--- config.mk ---
export PLATFORM = sky130hd
export DESIGN_NAME = spi_slave_if
export DESIGN_NICKNAME = d
export VERILOG_FILES = /design/src/rtl/spi_ram_pkg.sv /design/src/rtl/spi_tx_shifter.sv /design/src/rtl/spi_slave_if.sv
export SDC_FILE = /design/constraint.sdc
export NUM_CORES = 1
export LEC_CHECK = 0
export CORE_ASPECT_RATIO = 0.8
export CORE_MARGIN = 10
export CORE_UTILIZATION = 53
export DETAILED_ROUTE_END_ITERATION = 7
export PLACE_DENSITY_LB_ADDON = 0.12
export SLEW_MARGIN = 25
export SYNTH_ARGS = -nofsm -noshare
export SYNTH_HDL_FRONTEND = slang
export SYNTH_SLANG_ARGS = --single-unit
--- constraint.sdc ---
create_clock -name clk -period 2.3 [get_ports clk]
set_clock_uncertainty 0.05 [all_clocks]
set_input_delay 0.46 -clock clk [delete_from_list [all_inputs] [get_ports clk]]
set_output_delay 0.46 -clock clk [all_outputs]
set_load 0.05 [all_outputs]
--- src/rtl/spi_ram_pkg.sv ---
// Shared types and constants for the SPI-to-RAM command path.
// Holds the frame FSM states, the RAM command codes and the default bus widths.
package spi_ram_pkg;

  localparam int DEF_RX_WIDTH = 10;
  localparam int DEF_TX_WIDTH = 8;

  localparam logic [1:0] CMD_WR_ADDR = 2'b00;
  localparam logic [1:0] CMD_WR_DATA = 2'b01;
  localparam logic [1:0] CMD_RD_ADDR = 2'b10;
  localparam logic [1:0] CMD_RD_DATA = 2'b11;

  typedef enum logic [2:0] {
    IDLE,
    CHK_CMD,
    WRITE,
    READ_ADD,
    READ_DATA
  } state_t;

endpackage

--- src/rtl/spi_tx_shifter.sv ---
// Loads RAM read data in parallel and shifts it out MSB-first, one bit per clk.
// Latency: MSB on the output the cycle after load; no backpressure, clr aborts at once.
module spi_tx_shifter #(
  parameter int TX_WIDTH = 8
) (
  input  logic                clk,
  input  logic                rst_n,
  input  logic                clr,
  input  logic                load,
  input  logic [TX_WIDTH-1:0] din,
  output logic                bit_out,
  output logic                busy,
  output logic                last,
  output logic                done
);

  localparam int CW = $clog2(TX_WIDTH) + 1;

  logic [TX_WIDTH-1:0] sh;
  logic [CW-1:0]       cnt;

  // The MSB goes straight to bit_out on load, so sh holds only the bits still to send.
  always_ff @(posedge clk or negedge rst_n) begin
    if (!rst_n) begin
      sh      <= '0;
      cnt     <= '0;
      bit_out <= 1'b0;
      busy    <= 1'b0;
      done    <= 1'b0;
    end else if (clr) begin
      sh      <= '0;
      cnt     <= '0;
      bit_out <= 1'b0;
      busy    <= 1'b0;
      done    <= 1'b0;
    end else if (load) begin
      sh      <= {din[TX_WIDTH-2:0], 1'b0};
      cnt     <= CW'(TX_WIDTH - 1);
      bit_out <= din[TX_WIDTH-1];
      busy    <= 1'b1;
      done    <= 1'b0;
    end else if (busy) begin
      if (cnt != '0) begin
        bit_out <= sh[TX_WIDTH-1];
        sh      <= {sh[TX_WIDTH-2:0], 1'b0};
        cnt     <= cnt - CW'(1);
      end else begin
        bit_out <= 1'b0;
        busy    <= 1'b0;
        done    <= 1'b1;
      end
    end
  end

  assign last = busy && (cnt == '0);

endmodule

--- src/rtl/spi_slave_if.sv ---
// SPI slave front end: deserialises MOSI into RAM commands, serialises read data on MISO.
// Latency: rx_valid the cycle after the last command bit; no backpressure, every clk is a bit.
module spi_slave_if
  import spi_ram_pkg::*;
#(
  parameter int RX_WIDTH = DEF_RX_WIDTH,
  parameter int TX_WIDTH = DEF_TX_WIDTH
) (
  input  logic                clk,
  input  logic                rst_n,
  input  logic                SS_n,
  input  logic                MOSI,
  output logic                MISO,
  output logic [RX_WIDTH-1:0] rx_data,
  output logic                rx_valid,
  input  logic [TX_WIDTH-1:0] tx_data,
  input  logic                tx_valid
);

  localparam int                CNT_W     = $clog2(RX_WIDTH) + 1;
  localparam logic [CNT_W-1:0] FRAME_LEN = CNT_W'(RX_WIDTH);
  localparam logic [CNT_W-1:0] LAST_BIT  = CNT_W'(RX_WIDTH - 1);

  state_t           state;
  logic [CNT_W-1:0] bit_cnt;
  logic             rd_addr_done;

  logic abort;
  logic tx_load;
  logic tx_bit;
  logic tx_busy;
  logic tx_last;
  logic tx_done;
  logic tx_latched;

  assign abort      = SS_n && (state != IDLE);
  assign tx_latched = tx_busy || tx_done;

  // WAIT_TX opens only after the rx_valid cycle, and closes for good once data is latched.
  assign tx_load = (state == READ_DATA) && !SS_n && (bit_cnt == FRAME_LEN) &&
                   !rx_valid && !tx_latched && tx_valid;

  always_ff @(posedge clk or negedge rst_n) begin
    if (!rst_n) begin
      state        <= IDLE;
      bit_cnt      <= '0;
      rd_addr_done <= 1'b0;
      rx_data      <= '0;
      rx_valid     <= 1'b0;
    end else begin
      rx_valid <= 1'b0;
      if (abort) begin
        state   <= IDLE;
        bit_cnt <= '0;
        if (tx_latched) begin
          rd_addr_done <= 1'b0;
        end
      end else begin
        case (state)
          IDLE: begin
            if (!SS_n) begin
              state <= CHK_CMD;
            end
          end
          CHK_CMD: begin
            if (!MOSI) begin
              state <= WRITE;
            end else if (rd_addr_done) begin
              state <= READ_DATA;
            end else begin
              state <= READ_ADD;
            end
          end
          WRITE, READ_ADD, READ_DATA: begin
            if (bit_cnt < FRAME_LEN) begin
              rx_data <= {rx_data[RX_WIDTH-2:0], MOSI};
              bit_cnt <= bit_cnt + CNT_W'(1);
              if (bit_cnt == LAST_BIT) begin
                rx_valid <= 1'b1;
                if (state == READ_ADD) begin
                  rd_addr_done <= 1'b1;
                end
              end
            end
            if (tx_last) begin
              rd_addr_done <= 1'b0;
            end
          end
          default: state <= IDLE;
        endcase
      end
    end
  end

  spi_tx_shifter #(
    .TX_WIDTH (TX_WIDTH)
  ) u_tx_shifter (
    .clk     (clk),
    .rst_n   (rst_n),
    .clr     (abort),
    .load    (tx_load),
    .din     (tx_data),
    .bit_out (tx_bit),
    .busy    (tx_busy),
    .last    (tx_last),
    .done    (tx_done)
  );

  assign MISO = tx_bit;

endmodule

## Word level (Yosys, flattened, before mapping)

Cells that the tools add are included.
Widths: inputs -> output; s select.

| word-level totals | value |
|---|---|
| flip-flop bits (word level) | 35 |
| input bits | 13 |
| output and inout port bits | 12 |

| cells by class | value |
|---|---|
| add/subtract/negate cells | 2 |
| $lt $le $gt $ge | 1 |
| eq/ne operators | 10 |
| mux-type cells | 39 |
| bitwise gates (word level) | 1 |
| reduce and logical (&&, ||, !) cells | 29 |

Operators by type and width:

| operator | number |
|---|---|
| $mux 8 | 4 |
| $mux 1 | 23 |
| $reduce_bool 3->1 | 6 |
| $mux 4 | 4 |
| $mux 5 | 3 |
| $mux 3 | 4 |
| $eq 5x4->1 const B | 2 |
| $pmux 3 s3 | 1 |
| $reduce_and 2->1 | 4 |
| $logic_and 1x1->1 | 7 |
| $eq 3x2->1 const B | 2 |
| $ne 3x3->1 const B | 2 |
| $add 5x1->5 const B | 1 |
| $lt 5x4->1 const B | 1 |
| $reduce_and 5->1 | 1 |
| $logic_not 4->1 | 1 |
| $reduce_bool 2->1 | 2 |
| $reduce_bool 4->1 | 1 |
| $sub 4x1->4 const B | 1 |
| $eq 3x1->1 const B | 1 |
| $eq 3x3->1 const B | 1 |
| $logic_not 1->1 | 3 |
| $logic_not 3->1 | 1 |
| $reduce_and 3->1 | 1 |
| 5 further kinds | 5 |

## Logic depth before layout (Yosys ltp)

Gate-level depths: netlist (run 1).

| logic depth | value |
|---|---|
| depth after elaboration | 8 |
| depth in mapped cells | 7 |

## Modules after synthesis

Synthesis (run 1) repeated with hierarchy kept, for this count alone.

| unflattened totals | value |
|---|---|
| cells, all modules | 159 |
| area total of the unflattened synthesis | 1724.2 um^2 |

By module, submodules not included:

| module | times used | cells an instance | area each (um^2) |
|---|---|---|---|
| spi_slave_if | 1 | 82 | 987.2 |
| spi_tx_shifter | 1 | 77 | 737.0 |

## Worst setup path after synthesis (run 1)

No wires, ideal clock.

| timing path | value |
|---|---|
| kind | register to register |
| start | reg state[1] |
| end | reg rx_data[0] |
| data arrival time | 1.817 ns |
| path slack | 0.308 ns |
| cell stages (with the launch flop) | 7 |
| buffers on the path | 2 |
| clock period less this slack | 1.992 ns |
| cells stage by stage | dfrtp_1 buf_6 or3b_4 a211oi_4 and2_4 buf_12 mux2_4 |

| on the way | value |
|---|---|
| word-level cells in the longest chain between the ends | 4 |

RTL lines:

| item | line | source |
|---|---|---|
| from (decl) | spi_slave_if.sv:24 | `state_t state;` |
| from (signal assigned) | spi_slave_if.sv:45 | `state <= IDLE;` |
| from (signal assigned) | spi_slave_if.sv:53 | `state <= IDLE;` |
| from (signal assigned) | spi_slave_if.sv:62 | `state <= CHK_CMD;` |
| parallel branches: the longest is 3 deep, another holds $eq 3x3->1 | - |  |
| $reduce_and 3->1 (no line) * | - |  |
| to (signal assigned) | spi_slave_if.sv:76 | `rx_data <= {rx_data[RX_WIDTH-2:0], MOSI};` |
| to (decl) | spi_slave_if.sv:14 | `output logic [RX_WIDTH-1:0] rx_data,` |

Mark *: on every way between the ends.
A chain may end at the register's enable or synchronous reset.

## Final worst setup path (run 1)

| timing path | value |
|---|---|
| start | reg rx_valid |
| end | out rx_valid |

RTL lines:

| item | line | source |
|---|---|---|
| from (decl) | spi_slave_if.sv:15 | `output logic rx_valid,` |
| from (signal assigned) | spi_slave_if.sv:49 | `rx_valid <= 1'b0;` |
| from (signal assigned) | spi_slave_if.sv:51 | `rx_valid <= 1'b0;` |
| from (signal assigned) | spi_slave_if.sv:79 | `rx_valid <= 1'b1;` |

No word-level cell between the ends.

==> results of run 1 <==
-- cells in the mapped netlist (2+ instances only) --
| master | number |
|---|---|
| nand2_1 | 7 |
| o21ai_0 | 8 |
| a21oi_1 | 16 |
| mux2_2 | 3 |
| dfrtp_1 | 34 |
| mux2i_1 | 6 |
| mux2_4 | 8 |
| nor3b_1 | 2 |
| nor3_1 | 5 |
| nor4_1 | 2 |
| nand3_1 | 2 |
| clkbuf_1 | 5 |
| nor2b_1 | 3 |
| ha_1 | 5 |
| inv_1 | 6 |
| xnor2_1 | 2 |
| nor2_1 | 9 |
| a211oi_1 | 2 |
| a31oi_1 | 3 |
| nand4_1 | 3 |
-- sequential cells by signal (all words and copies together) (netlist names) --
name and flops:
bit_cnt 5, u_tx_shifter.cnt 4, u_tx_shifter.busy 1, u_tx_shifter.sh 7
u_tx_shifter.done 1, rd_addr_done 1, u_tx_shifter.bit_out 1, rx_data 10
rx_valid 1, state 3
-- layout make-up --
type	count	area (um2)
clock buffers	7	76.32
repair buffers	30	285.3
well taps	40	50.05
flip-flops and latches	34	850.8
multi-input cells	104	769.5
fillers	223	1031
inverters	6	22.52
-- report_power, final --
group	internal, W	total [W]	switching, W
registers	0.000699	0.000797	0.0000974
clock network	0.000208	0.000405	0.000197
logic	0.000307	0.000732	0.000424
total	0.00121	0.00193	0.000719
-- final timing paths --
check | startpoint | endpoint | cells after the start
worst max-delay path | rx_valid$_DFF_PN0_ | rx_valid | 1
min in group asynchronous | rst_n | state[2]$_DFFE_PN0P_ | 2
worst max register to register | state[0]$_DFFE_PN0P_ | rx_data[9]$_DFFE_PN0P_ | 4
max in group asynchronous | rst_n | rx_data[8]$_DFFE_PN0P_ | 2
worst min-delay path | u_tx_shifter.sh[1]$_DFFE_PN0P_ | u_tx_shifter.sh[1]$_DFFE_PN0P_ | 2
worst min register to register | u_tx_shifter.sh[1]$_DFFE_PN0P_ | u_tx_shifter.sh[1]$_DFFE_PN0P_ | 2
-- worst reg2reg max path, cell delays in order (launching register included) --
cell and delay (ps):
dfrtp_1 500, or3b_4 440, a211oi_4 220, and2_4 300, mux2_2 360
-- routing by layer --
metal  routed length, um  share of wire, %  global-route usage [%]  vias up
met1                1596                44                   15.50      589
met2                1656                46                   20.03       42
met3                 306               8.5                   4.462        5
met4                  35              0.97                   4.453        0
li1                    -                 -                       -      596
met5                   0                 0                       0        -
-- cells by family (layout without fill, tap and decap cells) --
kind of cell,count (synthesis),count (layout),synth area share (%)
AO/OA/AOI/OAI,36,36,13.13
XOR/XNOR,2,2,1.027
adder cells (fa/ha/maj),5,5,3.668
buffers and inverters,15,43,4.989
flip-flops,34,34,49.89
multiplexers,17,17,12.55
AND/OR/NAND/NOR,44,44,14.75
-- through the flow --
stage | std cells | worst slack [ps] | power, W | hold slack (ps) | cell area (um2)
5_1_grt | 221 | 225.2 | 0.002030 | 506.9 | 2054
6_report | 221 | 290.9 | 0.001933 | 466.3 | 2054
2_1_floorplan | 153 | 308.1 | 0.001290 | 114.4 | 1705
3_3_place_gp | 214 | 239.7 | 0.001523 | 440.5 | 1978
4_1_cts | 221 | 276.4 | 0.001954 | 477.9 | 2054
3_5_place_dp | 214 | 144.9 | 0.001547 | 463.6 | 1978
==> results.toml, run 1 <==
[synthesis]
netlist_area_um2 = 1705
synth_ff_type = "dfrtp_1"
yosys-top-cells-area = "dfrtp_1 (50%), mux2_4 (7.0%), a21oi_1 (4.7%)"
ys_seq_elements = 34
synth_cell_types = 42
synthArstFlopShare_pct = 100.0
yosysTopAreaCellShare_pct = 49.89
yosys_warnings = 0
synth.avg_cell_area_um2 = 11.15
synth_area_leader_cell = "dfrtp_1"
synth_nets = 171
synth_edf_count = 0
ys_seq_area_share_pct = 49.89
synthCells = 153

[place]
dpl.hpwl_um = 2667
place.port_buffers = 24
gp_congestion = 0.8030

[global_route]
grt_pass1_wl_um = 6154
grt_max_degree = 35
grt_overflow_total = 0
grt_usage_pct = 12.59
grt_pass1_vias = 1271
antenna_found_initial = 0

[drt]
route.detailed.drc = 0
detail_route.wl_per_cell_um = 16.27
drtIter0Drc = 116
vias = 1232
wl_um = 3595
via_per_inst = 5.575
ant_nets = 0
drt_pass1_iterations = 4

[clocking]
clock_sinks = 34
cts_tree = "done"
clk_pin_slew_ps = 70
cts_buffers = 5
cts_setup_buffers = 0
cts_resized = 0
clock_path_buffers = 2
worstSkewPairLatency_ps = 280
hold_buffers = 0
clk_root_buffer_cell = "clkbuf_8"
h-tree-depth = 2

[sta]
slew_headroom_pct = 65.76
worstMarginPinSlew_ps = 512.1
fin_tns_setup_ps = 0
finalHoldViolCount = 0
setup_viol = 0
finalCriticalPeriod_ps = 2009
rsz0062_at_grt = "false"
slew_violations = 0
final.period_utilization_pct = 87.35
clock.fmax_ghz = 0.4977

[power_and_ir_drop]
peakVddDrop_v = 0.0006660
power_leakage_nw = 0.9474
power_density_nw_per_um2 = 941.1

[die]
coreArea_um2 = 3085
io_pins = 25
placementRows = 18
die_h_um = 70.74
dieArea_um2 = 5901
fp.dieW_um = 83.42
start_util_pct = 55.27

[final_layout]
fin_nets = 199
postLayoutCoreUtil_pct = 66.59
num_antenna_cells = 0
final_cell_mix = "dfrtp_1 (34), clkdlybuf4s50_1 (24), a21oi_1 (16), nor2_1 (9)"
areaGrowthSynthToFinish_pct = 20.47
final_common_cell = "dfrtp_1"
drive_gt1_share_pct = 16.02

[setup_path]
worstSetupPathType = "reg -> out"
cp_slowest_cell = "clkdlybuf4s50_1"
timing.critical_path.buf_inv = 1
crit_chain = "clkdlybuf4s50_1"
cp_top_family = "buffers and inverters"
endpoint_kind = "primary output"
path_max_fanout = 3
crit_required_ps = 1790
critPathArrivalTime_ps = 1500
rrSetupSlack_ps = 300
startpoint_type = "register"
slowest_delay_ps = 830

[flow_run]
maxCapViolCount = 0

[run_status]
status = "completed"

[worst_hold_path]
hold_path.class = "reg -> reg"
Note: power is estimated with default switching activity, not from simulation.
==> run 2: changes to the inputs <==
--- a/config.mk
+++ b/config.mk
@@ -5,9 +5,10 @@
 export SDC_FILE = /design/constraint.sdc
 export NUM_CORES = 1
 export LEC_CHECK = 0
+export ABC_AREA = 1
 export CORE_ASPECT_RATIO = 0.8
 export CORE_MARGIN = 10
-export CORE_UTILIZATION = 53
+export CORE_UTILIZATION = 54
 export DETAILED_ROUTE_END_ITERATION = 7
 export PLACE_DENSITY_LB_ADDON = 0.12
 export SLEW_MARGIN = 25
==> results.toml, run 2 <==
[run_status]
status = "completed"

[clocking]
hold_buffers = 0
clk_pin_slew_ps = 80
h-tree-depth = 2
clk_root_buffer_cell = "clkbuf_8"
cts_buffers = 5
worstSkewPairLatency_ps = 290
cts_setup_buffers = 0
clock_path_buffers = 2
clock_sinks = 34
cts_resized = 0
cts_tree = "done"

[sta]
worstMarginPinSlew_ps = 671.8
rsz0062_at_grt = "false"
holdWs_ps = 428.4
clock.fmax_ghz = 0.4953
final.period_utilization_pct = 87.78
setup_ws_ps = 281.1
finalHoldViolCount = 0
slew_violations = 0
finalCriticalPeriod_ps = 2019
fin_tns_setup_ps = 0
setup_viol = 0
slew_headroom_pct = 55.05

[final_layout]
final_cells = 299
n_fill_cell = 269
num_antenna_cells = 0
largest-register = "rx_data"
top_regs = "rx_data (10), u_tx_shifter.sh (7), bit_cnt (5)"
final_common_cell = "nand2_1"
drive_gt1_share_pct = 11.58
areaGrowthSynthToFinish_pct = 23.04
fin_nets = 276
largest_reg_flops = 10
final_cell_mix = "nand2_1 (90), dfrtp_1 (34), clkdlybuf4s50_1 (24), inv_1 (18), nor2_1 (18)"

[synthesis]
yosysMostFrequentCell = "nand2_1"
yosysTopAreaCellShare_pct = 47.49
synth_area_leader_cell = "dfrtp_1"
synth_ff_type = "dfrtp_1"
synth_edf_count = 0
synthCells = 226
ys_seq_area_share_pct = 47.49
synth_common_cells = "nand2_1 (90), dfrtp_1 (34), inv_1 (18), nor2_1 (18), o21ai_0 (15)"
synth.avg_cell_area_um2 = 7.928
netlist_area_um2 = 1792
yosys_warnings = 0
yosys-top-cells-area = "dfrtp_1 (47%), nand2_1 (19%), o21ai_0 (4.2%)"
synth_nets = 244
ys_seq_elements = 34
synth_cell_types = 30
synthArstFlopShare_pct = 100.0

[place]
pre_cts_slack_ps = 222.3
place.port_buffers = 24
dp.cells = 291
dpl.hpwl_um = 2695
gp_congestion = 0.8605

[global_route]
grt_max_degree = 35
antenna_found_initial = 0
grt_pass1_vias = 1381
grt_pass1_wl_um = 6437
grt_overflow_total = 0
grt_usage_pct = 12.69

[setup_path]
slowest_delay_ps = 820
crit_required_ps = 1790
startpoint_type = "register"
endpoint_kind = "primary output"
ff2ff_path_depth = 10
path_max_fanout = 3
rrSetupSlack_ps = 440
cp_top_family = "buffers and inverters"
cp_slowest_cell = "clkdlybuf4s50_1"
cp.depth = 1
timing.critical_path.buf_inv = 1
critPathArrivalTime_ps = 1510
worstSetupPathType = "reg -> out"
crit_chain = "clkdlybuf4s50_1"

[drt]
drtIter0Drc = 96
detail_route.wl_per_cell_um = 12.58
via_per_inst = 4.983
route.detailed.drc = 0
ant_nets = 0
wl_um = 3760
drt_pass1_iterations = 4
vias = 1490

[power_and_ir_drop]
p_total_w = 0.002039
power_density_nw_per_um2 = 925.0
peakVddDrop_v = 0.0007634
power_leakage_nw = 1.135

[worst_hold_path]
hold_path.class = "reg -> reg"
min_path_cells = 2

[die]
start_util_pct = 57.23
placementRows = 18
fp.dieW_um = 84.40
dieArea_um2 = 6036
coreArea_um2 = 3131
die_h_um = 71.52
io_pins = 25

[flow_run]
maxCapViolCount = 0
[run 2: worst paths after layout]
check,startpoint,endpoint
hold / removal,u_tx_shifter.sh[5]$_DFFE_PN0P_,u_tx_shifter.sh[5]$_DFFE_PN0P_
min in group asynchronous,rst_n,rx_data[9]$_DFFE_PN0P_
setup / recovery,rx_valid$_DFF_PN0_,rx_valid
hold reg to reg,u_tx_shifter.sh[5]$_DFFE_PN0P_,u_tx_shifter.sh[5]$_DFFE_PN0P_
setup reg to reg,bit_cnt[0]$_DFFE_PN0P_,u_tx_shifter.sh[2]$_DFFE_PN0P_
max in group asynchronous,rst_n,bit_cnt[0]$_DFFE_PN0P_
[run 2: per-stage QoR]
stage / util, % / cell area, um2
after detailed placement: 66.79 / 2091
after CTS: 70.42 / 2205
after floorplan: - / 1792
after global placement: 66.79 / 2091
after global routing: 70.42 / 2205
final: 70.42 / 2205
[run 2: cells by family after synthesis]
kind of cell / synth area share (%)
AND/OR/NAND/NOR: 34.43
flip-flops: 47.49
AO/OA/AOI/OAI: 7.822
buffers and inverters: 5.796
adder cells (fa/ha/maj): 3.492
XOR/XNOR: 0.9778
[run 2: cell type report]
class,instances,area (um2),share of cell area [%]
clock buffer,5,68.82,3.121
clock inverter,3,45.04,2.043
inverter,20,75.07,3.405
multi-input combinational,168,837.1,37.97
sequential,34,850.8,38.59
tap,40,50.05,2.270
timing repair buffer,29,277.8,12.60
[run 2: layer usage]
| metal | vias up | share of wire [%] | GRT usage (%) |
|---|---|---|---|
| met1 | 676 | 47 | 17.24 |
| li1 | 770 | - | - |
| met5 | - | 0 | 0 |
| met3 | 5 | 5.9 | 3.616 |
| met4 | 0 | 0.90 | 3.467 |
| met2 | 39 | 46 | 19.31 |
[run 2: power by group]
group	switching [W]	leakage, nW	internal, W
sequential	0.0000853	0.464	0.000696
combinational	0.000481	0.621	0.000230
clock	0.000224	0.0504	0.000322
total	0.000791	1.14	0.00125
